===== src/rtl/sipo_frame_if.sv =====
// Serial-in / parallel-out frame bus: serial line and strobe in, assembled word
// out over valid/ready, plus status flags.
interface sipo_frame_if #(
  parameter int WIDTH = 4
);
  logic             si;
  logic             si_en;
  logic [WIDTH-1:0] dout;
  logic             dout_valid;
  logic             dout_ready;
  logic             parity_err;
  logic             frame_err;
  logic             overrun;
  logic             overrun_clr;
  logic             busy;

  // master drives the serial line and consumes the word; slave is the controller
  modport master (
    output si, si_en, dout_ready, overrun_clr,
    input  dout, dout_valid, parity_err, frame_err, overrun, busy
  );

  modport slave (
    input  si, si_en, dout_ready, overrun_clr,
    output dout, dout_valid, parity_err, frame_err, overrun, busy
  );
endinterface


===== src/rtl/sipo_frame_ctrl.sv =====
// Frame controller for the serial-in/parallel-out shift chain: start-bit detect,
// data shift, optional even parity, stop check and valid/ready word hand-off.
module sipo_frame_ctrl #(
  parameter int WIDTH     = 4,
  parameter bit PARITY_EN = 1'b1
) (
  input  logic        clk,
  input  logic        rst_n,
  sipo_frame_if.slave bus
);
  localparam int CW = $clog2(WIDTH);

  typedef enum logic [1:0] {IDLE, DATA, PARITY, STOP} state_t;

  state_t           state_q, state_d;
  logic [WIDTH-1:0] shift_q, shift_d;
  logic [CW-1:0]    cnt_q, cnt_d;
  logic             par_bit_q, par_bit_d;
  logic [WIDTH-1:0] dout_q, dout_d;
  logic             valid_q, valid_d;
  logic             perr_q, perr_d;
  logic             ferr_q, ferr_d;
  logic             ovr_q, ovr_d;
  logic             busy_q, busy_d;
  logic             par_calc;

  assign par_calc = PARITY_EN ? ((^shift_q) ^ par_bit_q) : 1'b0;

  always_ff @(posedge clk or negedge rst_n) begin
    if (!rst_n) begin
      state_q   <= IDLE;
      shift_q   <= '0;
      cnt_q     <= '0;
      par_bit_q <= 1'b0;
      dout_q    <= '0;
      valid_q   <= 1'b0;
      perr_q    <= 1'b0;
      ferr_q    <= 1'b0;
      ovr_q     <= 1'b0;
      busy_q    <= 1'b0;
    end else begin
      state_q   <= state_d;
      shift_q   <= shift_d;
      cnt_q     <= cnt_d;
      par_bit_q <= par_bit_d;
      dout_q    <= dout_d;
      valid_q   <= valid_d;
      perr_q    <= perr_d;
      ferr_q    <= ferr_d;
      ovr_q     <= ovr_d;
      busy_q    <= busy_d;
    end
  end

  always_comb begin
    state_d   = state_q;
    shift_d   = shift_q;
    cnt_d     = cnt_q;
    par_bit_d = par_bit_q;
    dout_d    = dout_q;
    valid_d   = valid_q;
    perr_d    = perr_q;
    ferr_d    = 1'b0;
    ovr_d     = ovr_q;

    // Consumer hand-off and overrun clear run every cycle, independent of si_en;
    // a load below overrides both where it applies.
    if (valid_q && bus.dout_ready) valid_d = 1'b0;
    if (bus.overrun_clr)           ovr_d   = 1'b0;

    if (bus.si_en) begin
      unique case (state_q)
        IDLE: begin
          if (!bus.si) begin
            state_d = DATA;
            cnt_d   = '0;
          end
        end
        DATA: begin
          shift_d = {shift_q[WIDTH-2:0], bus.si};
          if (cnt_q == CW'(WIDTH - 1)) begin
            state_d = PARITY_EN ? PARITY : STOP;
          end else begin
            cnt_d = cnt_q + 1'b1;
          end
        end
        PARITY: begin
          par_bit_d = bus.si;
          state_d   = STOP;
        end
        STOP: begin
          state_d = IDLE;
          if (bus.si) begin
            if (!valid_q || bus.dout_ready) begin
              dout_d  = shift_q;
              perr_d  = par_calc;
              valid_d = 1'b1;
            end else begin
              ovr_d = 1'b1;
            end
          end else begin
            ferr_d = 1'b1;
          end
        end
        default: state_d = IDLE;
      endcase
    end

    busy_d = (state_d != IDLE);
  end

  assign bus.dout       = dout_q;
  assign bus.dout_valid = valid_q;
  assign bus.parity_err = perr_q;
  assign bus.frame_err  = ferr_q;
  assign bus.overrun    = ovr_q;
  assign bus.busy       = busy_q;
endmodule


===== src/flat_wrapper.sv =====
// flat-port wrapper written by rule: the top's interface ports become plain ports
module sipo_frame_ctrl_flat 
#(
  parameter int WIDTH     = 4,
  parameter bit PARITY_EN = 1'b1
)
  (clk, rst_n, bus_si, bus_si_en, bus_dout_ready, bus_overrun_clr, bus_dout, bus_dout_valid, bus_parity_err, bus_frame_err, bus_overrun, bus_busy);
  sipo_frame_if #(.WIDTH(WIDTH)) bus_i ();
  input  logic clk;
  input  logic rst_n;
  input wire logic [$bits(bus_i.si)-1:0] bus_si;
  input wire logic [$bits(bus_i.si_en)-1:0] bus_si_en;
  input wire logic [$bits(bus_i.dout_ready)-1:0] bus_dout_ready;
  input wire logic [$bits(bus_i.overrun_clr)-1:0] bus_overrun_clr;
  output wire logic [$bits(bus_i.dout)-1:0] bus_dout;
  output wire logic [$bits(bus_i.dout_valid)-1:0] bus_dout_valid;
  output wire logic [$bits(bus_i.parity_err)-1:0] bus_parity_err;
  output wire logic [$bits(bus_i.frame_err)-1:0] bus_frame_err;
  output wire logic [$bits(bus_i.overrun)-1:0] bus_overrun;
  output wire logic [$bits(bus_i.busy)-1:0] bus_busy;
  assign bus_i.si = bus_si;
  assign bus_i.si_en = bus_si_en;
  assign bus_i.dout_ready = bus_dout_ready;
  assign bus_i.overrun_clr = bus_overrun_clr;
  assign bus_dout = bus_i.dout;
  assign bus_dout_valid = bus_i.dout_valid;
  assign bus_parity_err = bus_i.parity_err;
  assign bus_frame_err = bus_i.frame_err;
  assign bus_overrun = bus_i.overrun;
  assign bus_busy = bus_i.busy;
  sipo_frame_ctrl #(.WIDTH(WIDTH), .PARITY_EN(PARITY_EN)) u_core (.clk(clk), .rst_n(rst_n), .bus(bus_i));
endmodule

===== config.mk =====
export PLATFORM = sky130hd
export DESIGN_NAME = sipo_frame_ctrl_flat
export DESIGN_NICKNAME = d
export VERILOG_FILES = /design/src/rtl/sipo_frame_if.sv /design/src/rtl/sipo_frame_ctrl.sv /design/src/flat_wrapper.sv
export SDC_FILE = /design/constraint.sdc
export NUM_CORES = 1
export LEC_CHECK = 0
export ABC_AREA = 1
export CORE_MARGIN = 2
export CORE_UTILIZATION = 49
export DETAILED_ROUTE_END_ITERATION = 12
export GPL_TIMING_DRIVEN = 1
export PLACE_DENSITY = 0.77
export REMOVE_ABC_BUFFERS = 1
export SKIP_CTS_REPAIR_TIMING = 1
export SYNTH_ARGS = -nofsm -noshare
export SYNTH_HDL_FRONTEND = slang
export SYNTH_SLANG_ARGS = --single-unit

===== constraint.sdc =====
create_clock -name clk -period 1.47 [get_ports clk]
set_input_delay 0.294 -clock clk [delete_from_list [all_inputs] [get_ports clk]]
set_output_delay 0.294 -clock clk [all_outputs]
set_load 0.01 [all_outputs]

==> results.ini, run 1 <==
[sta]
max_slew_margin_pct = 81.5
fin_crit_sh_pct = 97.5
fin_skew_ns = 0.00174
rsz0062_at_grt = false
max_freq_ghz = 0.698
tns_ns = 0
hold_viol = 0
layout_setup_ws_ns = 0.0364
layout_min_cycle_time_ns = 1.43
tightest_slew_ns = 0.277
finalMaxSlewViolations = 0
setup_violations = 0

[cts]
root_buffer = clkbuf_4
clk_pin_slew_ns = 0.10
clk_latency_ns = 0.29
cts_buffer_depth = 2
cts_made_buffers = 3
cts_tree = done
htreeDepth = 1
cts.sinks = 18

[floorplan]
die_w_um = 45.1
core_um2 = 1540
start_util_pct = 53.8
ios = 15
core.rowCount = 14
die_h_um = 45.1
dieArea_um2 = 2040

[final_layout]
drive_gt1_share_pct = 15.3
design_area_um2 = 1100
fin_util_pct = 71.2
syn2layout_area_growth_pct = 32.3
diodes = 0
fin_nets = 127

[power]
power.density_nw_per_um2 = 1620
p_leak_uw = 0.000642
ir_drop_mv = 1.07

[synth]
ys_warn_count = 0
ys_seq_area_share_pct = 54.3
syn_inst = 94
synthFlopType = dfrtp_1
netlist-cell-type-count = 22
synth-edff-count = 0
synth.largest_area_cell = dfrtp_1
synth_top_area_share_pct = 54.3
yosysMostFrequentCell = nand2_1
netlist_area_um2 = 830
synth_common_cells = 27 x nand2_1, 18 x dfrtp_1, 13 x inv_1
ys_ff_latch = 18
postSynthAreaPerCell_um2 = 8.82
yosys-top-cells-area = dfrtp_1 54%, nand2_1 12%, inv_1 5.9%
synthArstFlopShare_pct = 100

[critical_path]
critical-path-top-delay-family = buffers and inverters
cp-end-kind = primary output
required_ns = 1.18
slowest_stage = clkdlybuf4s50_1
path_cells = clkdlybuf4s50_1
critPathLaunchType = flip-flop
cp_slowest_stage_delay_ns = 0.52
cp_max_fo = 1
worstSetupPathType = reg2out
path_buf_inv = 1
arrival_ns = 1.14

[routing]
wl_um = 1650
via_count = 683
drtPass1Iterations = 4
final_antenna_net_count = 0
drc = 0
wl_per_cell_um = 12.3
drt_iter0_markers = 34
viasPerCell = 5.10

[placed_design]
gp_congestion = 0.746
portBuffers = 14
placed_area_um2 = 1050
dp_slack_ns = -0.0684
dp_hpwl_um = 1260

[run]
cap_violations = 0

[global_route]
antenna_found_initial = 0
grt_pass1_vias = 665
grt_usage_pct = 18.8
grt_start_max_net_pins = 19
grt_pass1_wl_um = 2750
grt-ovfl-total = 0

[status]
status = complete, no violations

[worst_hold_path]
hp-class = in2async

## sequential cells by signal, summed over array words and instances, names as in the netlist
signal / flops
u_core.bus.frame_err: 1
u_core.bus.dout: 4
u_core.state_q: 2
u_core.bus.busy: 1
u_core.bus.overrun: 1
u_core.bus.dout_valid: 1
u_core.cnt_q: 2
u_core.par_bit_q: 1
u_core.shift_q: 4
u_core.bus.parity_err: 1
## logic make-up after synthesis
family	after synthesis	synth area share (%)
fa+ha+maj	1	1.51
buf+inv	15	6.94
flops	18	54.3
compound gates	16	10.7
simple gates	42	24.4
xor+xnor	2	2.11
## report_power, final
group / total, µW / internal [µW] / leakage [µW] / switching, µW
registers: 805 / 656 / 0.000232 / 149
logic: 731 / 339 / 0.000396 / 391
clock network: 239 / 95.3 / 0.0000138 / 144
total: 1770 / 1090 / 0.000642 / 684
## final timing paths
path	start	end	slack [ns]	cells after the start
setup / recovery	u_core.bus.frame_err	bus_frame_err	0.04	1
hold / removal	rst_n	u_core.bus.dout[2]	0.33	2
setup reg to reg	u_core.state_q[1]	u_core.shift_q[3]	0.30	4
hold reg to reg	u_core.bus.parity_err	u_core.bus.parity_err	0.49	2
max in group asynchronous	rst_n	u_core.state_q[0]	0.95	2
min in group clk	u_core.bus.parity_err	u_core.bus.parity_err	0.49	2
## routing by layer
| metal | up-vias | routed length (µm) | track usage (%) |
|---|---|---|---|
| met3 | 7 | 109 | 3.20 |
| met1 | 303 | 731 | 24.8 |
| li1 | 347 | - | - |
| met4 | 0 | 49 | 10.6 |
| met2 | 26 | 754 | 29.1 |
| met5 | - | 0 | 0 |
## layout make-up
| class | instances | area [µm²] |
|---|---|---|
| Clock buffer | 3 | 22.5 |
| Fill cell | 130 | 444 |
| Inverter | 15 | 57.6 |
| Multi-Input combinational cell | 61 | 322 |
| Sequential cell | 18 | 450 |
| Tap cell | 16 | 20.0 |
| Timing Repair Buffer | 21 | 225 |
## layout by cell type, fill, tap and decap left out
cell type / synthesis / layout
nand2_1: 27 / 27
dfrtp_1: 18 / 18
inv_1: 13 / 13
o21ai_0: 8 / 8
dlymetal6s2s_1: 0 / 8
nand3_1: 6 / 6
clkdlybuf4s50_1: 0 / 6
buf_4: 0 / 6
o21ai_1: 4 / 4
clkbuf_4: 0 / 3
o21ai_2: 2 / 2
nor2_1: 2 / 2
nand2_2: 1 / 1
clkinv_2: 1 / 1
nand2_4: 1 / 1
or2_1: 1 / 1
nand3_4: 1 / 1
o22ai_1: 1 / 1
nor3_1: 1 / 1
nand4_1: 1 / 1
a21oi_1: 1 / 1
xor2_1: 1 / 1
xnor2_1: 1 / 1
nor2_4: 1 / 1
inv_2: 1 / 1
ha_1: 1 / 1
buf_12: 0 / 1
## per-stage QoR
stage               hold WS, ns  total power (µW)  instances
floorplan              -0.00159              1230         94
global placement          0.469              1510        131
detailed placement        0.471              1560        131
CTS                       0.330              1800        134
global route              0.369              1900        134
finish                    0.328              1770        134
Note: power is estimated with default switching activity, not from simulation.
==> run 2, diff against run 1 <==
--- a/config.mk
+++ b/config.mk
@@ -8,6 +8,7 @@
 export ABC_AREA = 1
 export CORE_MARGIN = 2
 export CORE_UTILIZATION = 49
+export CTS_CLUSTER_SIZE = 24
 export DETAILED_ROUTE_END_ITERATION = 12
 export GPL_TIMING_DRIVEN = 1
 export PLACE_DENSITY = 0.77
==> results of run 2 <==
Final layout, timing and power as in run 1 (identical DEF).
==> run 3, diff against run 2 <==
--- a/config.mk
+++ b/config.mk
@@ -11,6 +11,7 @@
 export CTS_CLUSTER_SIZE = 24
 export DETAILED_ROUTE_END_ITERATION = 12
 export GPL_TIMING_DRIVEN = 1
+export MAX_ROUTING_LAYER = met4
 export PLACE_DENSITY = 0.77
 export REMOVE_ABC_BUFFERS = 1
 export SKIP_CTS_REPAIR_TIMING = 1
==> results of run 3 <==
Final layout, timing and power as in run 1 (identical DEF).
Among the figures that moved: final weighted congestion in routability-driven placement 0.746 -> 0.755; overall routing resource usage 18.8% -> 19.4%
